--- src/rtl/lsb_psel_gen_pkg.sv ---
// ============================================================================
// Module : lsb_psel_gen_pkg
// Brief  : Shared defaults for the lowest-index-first multi-grant selector.
// Rev    : 1.0  initial release
// ============================================================================
`default_nettype none

package lsb_psel_gen_pkg;

    localparam int c_DEFAULT_WIDTH = 16;
    localparam int c_DEFAULT_REQS  = 2;

endpackage : lsb_psel_gen_pkg

`default_nettype wire

--- src/rtl/lsb_psel_single.sv ---
// ============================================================================
// Module : lsb_psel_single
// Brief  : One-hot grant of the lowest set request bit, plus an empty flag.
// Rev    : 1.0  initial release
// ============================================================================
`default_nettype none

module lsb_psel_single #(
    parameter int WIDTH = 16
) (
    input  logic [WIDTH-1:0] req,
    output logic [WIDTH-1:0] gnt,
    output logic             empty
);

    // Two's-complement isolates the lowest set bit.
    assign gnt   = req & (~req + WIDTH'(1));
    assign empty = ~|req;

endmodule : lsb_psel_single

`default_nettype wire

--- src/rtl/lsb_psel_gen.sv ---
// ============================================================================
// Module : lsb_psel_gen
// Brief  : Grants up to REQS requests lowest-index first; combinational grants
//          plus a one-cycle registered copy.
// Rev    : 1.0  initial release
// ============================================================================
`default_nettype none

module lsb_psel_gen
    import lsb_psel_gen_pkg::*;
#(
    parameter int WIDTH = c_DEFAULT_WIDTH,
    parameter int REQS  = c_DEFAULT_REQS
) (
    input  logic                            clock,
    input  logic                            reset,
    input  logic [WIDTH-1:0]                req,
    output logic [WIDTH-1:0]                gnt,
    output logic [REQS-1:0][WIDTH-1:0]      gnt_bus,
    output logic                            empty,
    output logic [$clog2(REQS+1)-1:0]       num_gnt,
    output logic [WIDTH-1:0]                gnt_q,
    output logic [REQS-1:0][WIDTH-1:0]      gnt_bus_q
);

    localparam int c_NUM_W = $clog2(REQS+1);

    logic [REQS-1:0][WIDTH-1:0] w_stage_req;
    logic [REQS-1:0][WIDTH-1:0] w_stage_gnt;
    logic [REQS-1:0]            w_stage_empty;
    logic [WIDTH-1:0]           w_gnt;
    logic [c_NUM_W-1:0]         w_num_gnt;
    logic [WIDTH-1:0]           r_gnt_q;
    logic [REQS-1:0][WIDTH-1:0] r_gnt_bus_q;

    // Each stage sees the request with all earlier stages' grants removed.
    for (genvar k = 0; k < REQS; k++) begin : g_stage
        if (k == 0) begin : g_first
            assign w_stage_req[k] = req;
        end else begin : g_rest
            assign w_stage_req[k] = w_stage_req[k-1] & ~w_stage_gnt[k-1];
        end

        lsb_psel_single #(
            .WIDTH (WIDTH)
        ) u_single (
            .req   (w_stage_req[k]),
            .gnt   (w_stage_gnt[k]),
            .empty (w_stage_empty[k])
        );
    end

    always_comb begin
        w_gnt     = '0;
        w_num_gnt = '0;
        for (int k = 0; k < REQS; k++) begin
            w_gnt     = w_gnt | w_stage_gnt[k];
            w_num_gnt = w_num_gnt + c_NUM_W'(~w_stage_empty[k]);
        end
    end

    always_ff @(posedge clock) begin
        if (reset) begin
            r_gnt_q     <= '0;
            r_gnt_bus_q <= '0;
        end else begin
            r_gnt_q     <= w_gnt;
            r_gnt_bus_q <= w_stage_gnt;
        end
    end

    assign gnt       = w_gnt;
    assign gnt_bus   = w_stage_gnt;
    assign empty     = ~|req;
    assign num_gnt   = w_num_gnt;
    assign gnt_q     = r_gnt_q;
    assign gnt_bus_q = r_gnt_bus_q;

endmodule : lsb_psel_gen

`default_nettype wire

--- config.mk ---
export PLATFORM = sky130hd
export DESIGN_NAME = lsb_psel_gen
export DESIGN_NICKNAME = d
export VERILOG_FILES = /design/src/rtl/lsb_psel_gen_pkg.sv /design/src/rtl/lsb_psel_single.sv /design/src/rtl/lsb_psel_gen.sv
export SDC_FILE = /design/constraint.sdc
export NUM_CORES = 1
export LEC_CHECK = 0
export BUFFER_PORTS_ARGS = -buffer_cell sky130_fd_sc_hd__buf_2
export CAP_MARGIN = 5
export CORE_ASPECT_RATIO = 0.6
export CORE_MARGIN = 4
export CORE_UTILIZATION = 35
export CTS_CLUSTER_SIZE = 12
export DETAILED_ROUTE_END_ITERATION = 7
export PLACE_DENSITY = 0.73
export REMOVE_ABC_BUFFERS = 1
export SYNTH_ARGS = -nofsm -noshare
export SYNTH_HDL_FRONTEND = slang
export SYNTH_SLANG_ARGS = --single-unit
--- constraint.sdc ---
create_clock -name clock -period 4.4 [get_ports clock]
set_clock_uncertainty 0.2 [all_clocks]
set_input_delay 0.88 -clock clock [delete_from_list [all_inputs] [get_ports clock]]
set_output_delay 0.88 -clock clock [all_outputs]
set_load 0.005 [all_outputs]
Yosys cells after proc, flatten, opt, wreduce, memory -nomap -nowiden
Index checks and enable logic that the tools add are counted.
W data, S select, Z words.
{ "word_totals": {"ff_bits": 48, "out_inout_bits": 99, "word_cells": 19} }
{ "classes": {"n_addsub": 3, "n_bitwise": 9, "n_reduce_logical": 4} }
{ "op_table": {"columns": ["operator", "count"], "rows": [
  ["$and A16 B16 Y16", 3],
  ["$not A16 Y16", 3],
  ["$add A16 B1 Y16 const B", 2],
  ["$reduce_or A16 Y1", 2],
  ["$or A16 B16 Y16", 1],
  ["$not A1 Y2", 2],
  ["$add A2 B2 Y2", 1],
  ["$logic_not A1 Y1", 2]
]} }

Logic depth before layout (Yosys ltp)
Gate-level depths: netlist of the first run.
{ "depth": {"word_depth": 9, "mapped_depth": 9} }

Cells and area by module
Synthesis of the first run repeated with hierarchy kept, for this count alone.
{ "hier_totals": {"cells_unflattened": 197, "area_unflattened_um2": 2000.7} }
{ "modules_own_cells": {"columns": ["module", "n_inst", "cells_per_inst", "area_per_inst_um2", "seq_area_each_um2"], "rows": [
  ["lsb_psel_gen", 1, 139, 1537.7, 960.9],
  ["lsb_psel_single", 2, 29, 231.5, 0.0]
]} }

Least setup slack after synthesis of the first run
No wires, ideal clock.
{ "synth_timing": {"path_type": "in2out", "from": "input req[0]", "to": "output num_gnt[0]", "arrival_time_ps": 2843, "setup_slack_ps": 477, "path_stages": 8, "n_path_buf": 1, "path_cell_list": "or4_4 or3_4 o32ai_4 nand3_2 buf_2 o21ai_1 nand3b_1 ha_1"} }
{ "synth_between": {"elab_chain_cells": 9, "elab_cells_between_ends": 12, "classes_between": "2 x add/sub; 6 x bitwise; 4 x reduce/logical"} }
{ "synth_rtl": {"columns": ["item", "line_no", "rtl"], "rows": [
  ["start, declared", "lsb_psel_gen.sv:17", "input logic [WIDTH-1:0] req,"],
  ["$not A16 Y16", "lsb_psel_single.sv:17", "assign gnt = req & (~req + WIDTH'(1));"],
  ["$add A16 B1 Y16", "lsb_psel_single.sv:17", null],
  ["$and A16 B16 Y16", "lsb_psel_single.sv:17", null],
  ["$not A16 Y16", "lsb_psel_gen.sv:41", "assign w_stage_req[k] = w_stage_req[k-1] & ~w_stage_gnt[k-1];"],
  ["$and A16 B16 Y16", "lsb_psel_gen.sv:41", null],
  ["$reduce_or A16 Y1", "lsb_psel_single.sv:18", "assign empty = ~|req;"],
  ["$logic_not A1 Y1", "lsb_psel_single.sv:18", null],
  ["$not A1 Y2", "lsb_psel_gen.sv:58", "w_num_gnt = w_num_gnt + c_NUM_W'(~w_stage_empty[k]);"],
  ["$add A2 B2 Y2 (*)", "lsb_psel_gen.sv:58", null],
  ["end, declared", "lsb_psel_gen.sv:21", "output logic [$clog2(REQS+1)-1:0] num_gnt,"]
]} }
Every way passes the cells marked *; elsewhere a longest branch is shown, timed or not.

Worst setup path in the final report of the first run
Same ends and word-level chain as after synthesis.

==> results of run 1 <==
synth_stat cells (2+ instances only):
master and n:
nor4_1 3, mux2_2 2, nand3_1 6, xor2_1 4
buf_2 3, and2_1 7, nor2_1 47, nor2b_1 9
o21ai_0 5, or2_2 2, o21ai_1 2, nor3b_1 5
clkbuf_1 18, inv_1 21, and3_1 4, dfxtp_1 46
nor4b_2 2, nand2b_1 4, buf_4 5, a21oi_1 12
o211ai_1 3, nand4_1 2, nand3b_1 2, nand2_1 18
nor3_1 20
logic make-up after synthesis:
logic type,count (synthesis)
AO/OA/AOI/OAI,38
other,1
AND/OR/NAND/NOR,137
multiplexers,3
XOR/XNOR,5
adder cells (fa/ha/maj),3
flip-flops,46
buffers and inverters,48
final cells by class:
cell class	instances	area, sq um	area share
clock buffers	8	110	0.0374
inverters	21	78.8	0.0268
multi-input cells	188	1100	0.375
flip-flops and latches	46	921	0.313
well taps	84	105	0.0357
repair buffers	121	623	0.212
path summary, 6_finish.rpt:
check	from	endpoint	slack [ns]	cells past startpoint
setup / recovery	req[0]	num_gnt[0]	0.22	9
hold / removal	req[5]	gnt_q[5]$_SDFF_PP0_	0.73	2
critical path, stage by stage:
cell and delay, ns:
buf_2 0.11, or4_4 0.54, or3_4 0.44, o32ai_4 0.30
nand3_2 0.13, o21ai_1 0.20, nand3b_1 0.11, ha_1 0.27
buf_2 0.12
layout by cell type (no fill, tap or decap), drive strengths merged, types with 2 or more instances in the layout:
| master | count |
|---|---|
| a21oi | 12 |
| and2 | 7 |
| and3 | 4 |
| buf | 121 |
| clkbuf | 8 |
| conb | 2 |
| dfxtp | 46 |
| inv | 21 |
| maj3 | 2 |
| mux2 | 2 |
| nand2 | 18 |
| nand2b | 4 |
| nand3 | 7 |
| nand3b | 2 |
| nand4 | 2 |
| nor2 | 47 |
| nor2b | 9 |
| nor3 | 20 |
| nor3b | 5 |
| nor4 | 3 |
| nor4b | 2 |
| o211ai | 3 |
| o21ai | 8 |
| o32ai | 2 |
| or2 | 2 |
| or3 | 2 |
| or4 | 2 |
| xor2 | 4 |
flip-flops by register name (all words and copies together) (netlist names):
| signal | cells |
|---|---|
| gnt_bus_q | 30 |
| gnt_q | 16 |
routing by layer:
layer,vias up,GRT usage
met1,1037,0.228
met4,0,0.0445
met3,7,0.0497
met2,78,0.244
li1,1130,-
met5,-,0
metrics by stage:
stage                     area [sq um]  utilization  total power, W  worst slack (ns)
after CTS                         2940        0.479        0.000836             0.213
after global placement            2830        0.461        0.000536             0.260
after detailed placement          2830        0.461        0.000538             0.214
final                             2940        0.479        0.000824             0.219
after floorplan                   2100            -        0.000478             0.454
after global routing              2940        0.479        0.000865            0.0516
report_power, final:
| part | switching [W] | internal (W) | leakage, nW |
|---|---|---|---|
| sequential | 0.00000150 | 0.000422 | 0.373 |
| combinational | 0.0000646 | 0.0000403 | 1.21 |
| clock | 0.000137 | 0.000159 | 0.0575 |
| total | 0.000203 | 0.000621 | 1.64 |
==> impl_metrics.csv, run 1 <==
group,metric,value,unit
floorplanning,die-area,7760,sq um
sta,finalHoldViolCount,0,
flow_run,max_cap_violations,0,
power,leakage,1.64,nW
global_routing,grt_pass1_vias,2106,
hold_path,min_path_type,"primary input to flop",
sta,setup_viol_count_final,0,
sta,relSlewSlack,0.517,
clocking,clockBufferDepth,2,
worst_setup_path,endpoint_kind,"output port",
drt,initialDrtViolationCount,115,
global_routing,gr-usage-all-layers,0.163,
worst_setup_path,cp.required,3.32,ns
yosys,synth_cells,281,
power,ir_worst_vdd,107,uV
drt,top_layer,"met4",
clocking,cts_setup_buffers,0,
floorplanning,num_rows,22,
sta,fmax,239,MHz
global_routing,antenna_found_initial,0,
yosys,synth_fa_ha_area_frac,0.0151,
yosys,async_reset_ff_frac,0,
place,detailed_place_hpwl,4840,microns
sta,slew_violations,0,
worst_setup_path,crit_type,"primary input to output port",
place,io_buffers,114,
global_routing,grt-ovfl-total,0,
outcome,status,"finished, final reports clean",
drt,routedWlPerCell,13.6,microns
yosys,yosysTopAreaCellShare,0.413,
yosys,yosysSeqAreaShare,0.413,
drt,met2_length,2670,microns
floorplanning,die_x,111,microns
yosys,yosysTopAreaCell,"dfxtp_1",
floorplanning,initial_core_util,0.363,
place,dp_cells,460,
clocking,cts_hold_buf,0,
sta,post-route-period-util,0.950,
yosys,synthSimpleGateAreaFrac,0.317,
place,place_congestion,0.879,
yosys,ys_seq_elements,46,
cells_and_area,num-fill-cells,620,
drt,dr_wl_met3,503,microns
yosys,synth_edf_count,0,
yosys,yosysUniqueCellTypes,54,
clocking,clock-sinks,46,
yosys,syn_area,2230,sq um
yosys,synth_top_family_by_area,"simple AND/OR/NAND/NOR gates",
sta,setup_tns,0,ns
drt,first_pass_iters,4,
yosys,synth_area_per_cell,7.94,sq um
cells_and_area,synthToLayoutAreaGrowth,31.9,%
sta,hold_slack,0.734,ns
sta,final.min_clock_period,4.18,ns
yosys,synth_xor_area_frac,0.0196,
sta,rsz0062_at_grt,"false",
yosys,synth_compound_area_frac,0.125,
drt,vias_per_cell,4.81,
clocking,htreeDepth,2,
clocking,cts_buffers,5,
cells_and_area,stdcell_count,468,
floorplanning,pin_count,117,
drt,ant_nets,0,
clocking,cts_tree,"done",
global_routing,grt_max_degree,40,
worst_setup_path,path_max_fanout,13,
cells_and_area,drive_gt1_frac,0.372,
yosys,ys.flop_type,"dfxtp_1",
drt,routed_wl,6350,microns
power,power.density,280,nW/um^2
yosys,synth_area_leaders,"dfxtp_1 41%, nor2_1 7.9%, nor3_1 4.5%, inv_1 3.5%, clkbuf_1 3.0%",
floorplanning,die_h,69.8,microns
drt,drc_errors,0,
drt,dr_total_vias,2252,
worst_setup_path,start_kind,"primary input",
clocking,clkTransAtPathRegs,0.08,ns
drt,wl_met1,3110,microns
clocking,cts_root_buf,"clkbuf_8",
yosys,ys_warn_count,0,
global_routing,grt_pass1_wl,10500,microns
clocking,ctsResizeCount,0,
cells_and_area,diodes,0,
worst_setup_path,cp_data_arrival_time,3.10,ns
cells_and_area,nets,402,
sta,worstMarginPinSlew,0.725,ns
floorplanning,floorplan.core_area,6140,sq um
yosys,synth_mux_area_frac,0.0146,
(Power assumes the default switching activity.)
==> run 2, diff against run 1 <==
==> constraint.sdc (replaced) <==
create_clock -name clock -period 4.4 [get_ports clock]
set_clock_uncertainty 0.2 [all_clocks]
set_input_delay 0.88 -clock clock [delete_from_list [all_inputs] [get_ports clock]]
set_output_delay 0.88 -clock clock [all_outputs]
set_load 0.05 [all_outputs]
==> impl_metrics.csv, run 2 (synthesized netlist as in run 1, its figures left out) <==
group,metric,value,unit
outcome,status,"finished, final reports clean",
floorplanning,num_rows,22,
drt,met2_length,2780,microns
power,power.density,288,nW/um^2
clocking,cts_hold_buf,0,
drt,ant_nets,0,
clocking,htreeDepth,2,
power,power_frac_clock,0.309,
sta,worstMarginPinSlew,0.739,ns
power,combPwrFrac,0.196,
power,netSwitchingFraction,0.310,
worst_setup_path,cp.required,3.32,ns
global_routing,grt_pass1_wl,10300,microns
global_routing,antenna_found_initial,0,
worst_setup_path,cp_data_arrival_time,3.25,ns
flow_run,max_cap_violations,0,
drt,initialDrtViolationCount,158,
floorplanning,floorplan.core_area,6140,sq um
drt,first_pass_iters,4,
floorplanning,pin_count,117,
power,switchingPower,0.000265,W
clocking,cts_tree,"done",
sta,hold_slack,0.729,ns
cells_and_area,seq_area,921,sq um
sta,worst_slack,0.0723,ns
cells_and_area,num-fill-cells,629,
place,place_ws,0.0823,ns
cells_and_area,stdcell_count,471,
clocking,clock-sinks,46,
drt,dr_total_vias,2270,
worst_setup_path,critPathSlowestCell,"or4_4",
sta,fmax,231,MHz
worst_setup_path,crit_top_cell,"buf_2",
cells_and_area,final_common_cell,"buf_2",
sta,slew_violations,0,
drt,routedWlPerCell,13.5,microns
sta,finalHoldViolCount,0,
worst_setup_path,worstPathCellList,"buf_2 > or4_4 > or3_4 > o32ai_4 > nand3_2 > o21ai_1 > nand3b_1 > ha_1 > buf_2",
floorplanning,initial_core_util,0.363,
drt,vias_per_cell,4.82,
cells_and_area,layout_common_cells,"113 x buf_2, 46 x dfxtp_1, 45 x nor2_1",
worst_setup_path,start_kind,"primary input",
clocking,cts_root_buf,"clkbuf_8",
worst_setup_path,path_max_fanout,8,
sta,rsz0062_at_grt,"false",
place,io_buffers,114,
worst_setup_path,slowest_delay,0.55,ns
sta,relSlewSlack,0.507,
drt,drc_errors,0,
hold_path,min_path_type,"primary input to flop",
clocking,clockBufferDepth,2,
drt,routed_wl,6370,microns
cells_and_area,multi_input_area,1120,sq um
clocking,clkTransAtPathRegs,0.09,ns
clocking,cts_buffers,5,
global_routing,grt_max_degree,40,
worst_setup_path,crit_buf_inv,2,
sta,setup_viol_count_final,0,
power,leakage,1.64,nW
place,dpl-instance-area,2870,sq um
sta,post-route-period-util,0.984,
cells_and_area,diodes,0,
global_routing,grt-ovfl-total,0,
sta,final.min_clock_period,4.33,ns
cells_and_area,largest_register_ff_count,30,
global_routing,grt_pass1_vias,2133,
place,dp_cells,463,
power,seqPwrFrac,0.495,
place,detailed_place_hpwl,4950,microns
global_routing,gr-usage-all-layers,0.160,
drt,dr_wl_met3,524,microns
worst_setup_path,crit_type,"primary input to output port",
floorplanning,die_x,111,microns
sta,setup_tns,0,ns
floorplanning,die_h,69.8,microns
drt,wl_met1,2990,microns
cells_and_area,fin_area,2980,sq um
cells_and_area,nets,405,
cells_and_area,drive_gt1_frac,0.385,
worst_setup_path,endpoint_kind,"output port",
place,place_congestion,0.805,
power,p_int,0.000591,W
floorplanning,die-area,7760,sq um
power,ir_worst_vdd,138,uV
worst_setup_path,cp_top_family,"simple AND/OR/NAND/NOR gates",
cells_and_area,synthToLayoutAreaGrowth,33.4,%
drt,top_layer,"met4",
==> run 2: cell types whose count changed in the layout (fill, tap and decap cells not counted), moves of 2 or more <==
cell / change
nor2_1: -2
buf_4: +3
clkbuf_8: -2
nor2_2: +2
==> run 2: layout make-up <==
type,count,area share
clock inverters,1,0.00168
multi-input cells,188,0.376
flip-flops and latches,46,0.309
repair buffers,124,0.222
clock buffers,7,0.0290
well taps,84,0.0353
inverters,21,0.0265
==> run 2: per-layer routing <==
| metal | GRT usage | up-vias |
|---|---|---|
| li1 | - | 1138 |
| met1 | 0.220 | 1042 |
| met2 | 0.247 | 84 |
| met3 | 0.0453 | 6 |
| met4 | 0.0445 | 0 |
| met5 | 0 | - |
==> run 2: per-stage QoR <==
stage,utilization,total power (W)
floorplan,-,0.000534
global placement,0.467,0.000598
detailed placement,0.467,0.000601
CTS,0.482,0.000869
global route,0.485,0.000895
finish,0.485,0.000856
==> run 2: power groups by stage <==
stage	clock network, W	logic (W)	registers, W
floorplan	0	0.0000752	0.000458
global placement	0	0.000165	0.000434
detailed placement	0	0.000167	0.000434
CTS	0.000277	0.000168	0.000424
global route	0.000290	0.000181	0.000425
finish	0.000265	0.000168	0.000424
==> run 2: worst paths after layout <==
path / depth (start not counted) / from / slack, ns / end
max: 9 / req[0] / 0.07 / num_gnt[0]
min: 2 / req[5] / 0.73 / gnt_q[5]$_SDFF_PP0_
==> run 2: what timing repair did <==
item                                    in CTS  in global routing
hold endpoints to repair                     0                  0
endpoints found under the setup margin       0                  5
setup buffers                                0                  0
gates resized for setup                      0                  4
==> run 3, diff against run 2 <==
--- a/config.mk
+++ b/config.mk
@@ -8,7 +8,6 @@
 export BUFFER_PORTS_ARGS = -buffer_cell sky130_fd_sc_hd__buf_2
 export CAP_MARGIN = 5
 export CORE_ASPECT_RATIO = 0.6
-export CORE_MARGIN = 4
 export CORE_UTILIZATION = 35
 export CTS_CLUSTER_SIZE = 12
 export DETAILED_ROUTE_END_ITERATION = 7
==> impl_metrics.csv, run 3 (synthesized netlist as in run 1, its figures left out) <==
group,metric,value,unit
outcome,status,"finished, final reports clean",
global_routing,gr-usage-all-layers,0.186,
sta,worstMarginPinSlew,0.768,ns
place,detailed_place_hpwl,4560,microns
global_routing,antenna_found_initial,0,
floorplanning,die_x,105,microns
power,finalPower,0.000835,W
sta,slew_violations,0,
clocking,htreeDepth,2,
worst_setup_path,worstPathCellList,"buf_2 > or4_4 > or3_4 > o32ai_4 > nand3_2 > o21ai_1 > nand3b_1 > ha_1 > buf_2",
power,ir_worst_vdd,129,uV
cells_and_area,stdcell_count,470,
floorplanning,die-area,6710,sq um
clocking,cts_buffers,5,
cells_and_area,fin_area,2930,sq um
drt,vias_per_cell,4.79,
cells_and_area,layout_common_cells,"114 x buf_2, 47 x nor2_1, 46 x dfxtp_1",
clocking,clkTransAtPathRegs,0.08,ns
sta,setup_viol_count_final,0,
sta,relSlewSlack,0.488,
cells_and_area,nets,405,
hold_path,min_path_type,"primary input to flop",
global_routing,grt_max_degree,40,
place,dpl-instance-area,2850,sq um
drt,first_pass_iters,5,
power,power.density,285,nW/um^2
worst_setup_path,path_max_fanout,8,
drt,routedWlPerCell,13.0,microns
sta,finalHoldViolCount,0,
sta,final.min_clock_period,4.29,ns
cells_and_area,synthToLayoutAreaGrowth,31.4,%
floorplanning,initial_core_util,0.363,
clocking,clock-sinks,46,
place,io_buffers,114,
floorplanning,floorplan.core_area,6140,sq um
worst_setup_path,crit_type,"primary input to output port",
cells_and_area,largest_register_ff_count,30,
worst_setup_path,start_kind,"primary input",
clocking,ctsResizeCount,0,
global_routing,grt-ovfl-total,0,
cells_and_area,diodes,0,
floorplanning,pin_count,117,
global_routing,grt_pass1_wl,9980,microns
cells_and_area,drive_gt1_frac,0.370,
hold_path,min_path_cells,2,
worst_setup_path,slowest_delay,0.55,ns
drt,initialDrtViolationCount,171,
drt,drc_errors,0,
sta,setup_tns,0,ns
sta,fmax,233,MHz
drt,dr_total_vias,2251,
clocking,cts_hold_buf,0,
worst_setup_path,cp_data_arrival_time,3.21,ns
sta,rsz0062_at_grt,"false",
worst_setup_path,cp_top_family,"simple AND/OR/NAND/NOR gates",
place,place_congestion,0.807,
clocking,clockBufferDepth,2,
cells_and_area,final_common_cell,"buf_2",
floorplanning,die_h,63.8,microns
place,dp_cells,463,
clocking,cts_setup_buffers,0,
clocking,cts_root_buf,"clkbuf_8",
clocking,cts_tree,"done",
floorplanning,num_rows,22,
cells_and_area,fin_util,0.477,
drt,routed_wl,6110,microns
worst_setup_path,crit_top_cell,"buf_2",
worst_setup_path,crit_buf_inv,2,
worst_setup_path,endpoint_kind,"output port",
power,leakage,1.63,nW
global_routing,grt_pass1_vias,1994,
drt,ant_nets,0,
hold_path,holdPathEnd,"gnt_q[5]$_SDFF_PP0_",
worst_setup_path,cp.required,3.32,ns
sta,post-route-period-util,0.975,
flow_run,max_cap_violations,0,
worst_setup_path,critPathSlowestCell,"or4_4",
hold_path,min_from,"req[5]",
## run 3: per-stage QoR
stage	hold slack (ns)	setup slack, ns
after floorplan	0.747	-0.433
after global placement	1.03	0.154
after detailed placement	1.04	0.113
after CTS	0.736	0.115
after global routing	0.745	0.00154
final	0.739	0.108
## run 3: worst max-delay path by stage
stage                       from          to  depth (start not counted)
after floorplan           req[0]     gnt[14]                          6
after global placement    req[0]  num_gnt[0]                          9
after detailed placement  req[0]  num_gnt[0]                          9
after CTS                 req[0]  num_gnt[0]                          9
after global routing      req[0]  num_gnt[0]                          9
final                     req[0]  num_gnt[0]                          9
## run 3: power breakdown
group	internal [W]	switching, W
Sequential	0.000422	0.00000145
Clock	0.000110	0.000133
Combinational	0.0000422	0.000127
## run 3: per-layer routing
metal | GRT usage | vias up | share of wire
li1 | - | 1133 | -
met1 | 0.283 | 1033 | 0.53
met2 | 0.267 | 81 | 0.40
met3 | 0.0378 | 4 | 0.061
met4 | 0.0405 | 0 | 0.0069
met5 | 0 | - | 0
## run 3: layout make-up
class | count | area, sq um
fill | 610 | 3210
inverter | 21 | 78.8
timing repair buffer | 124 | 646
multi-input combinational | 188 | 1100
tap | 84 | 105
clock buffer | 7 | 76.3
sequential | 46 | 921
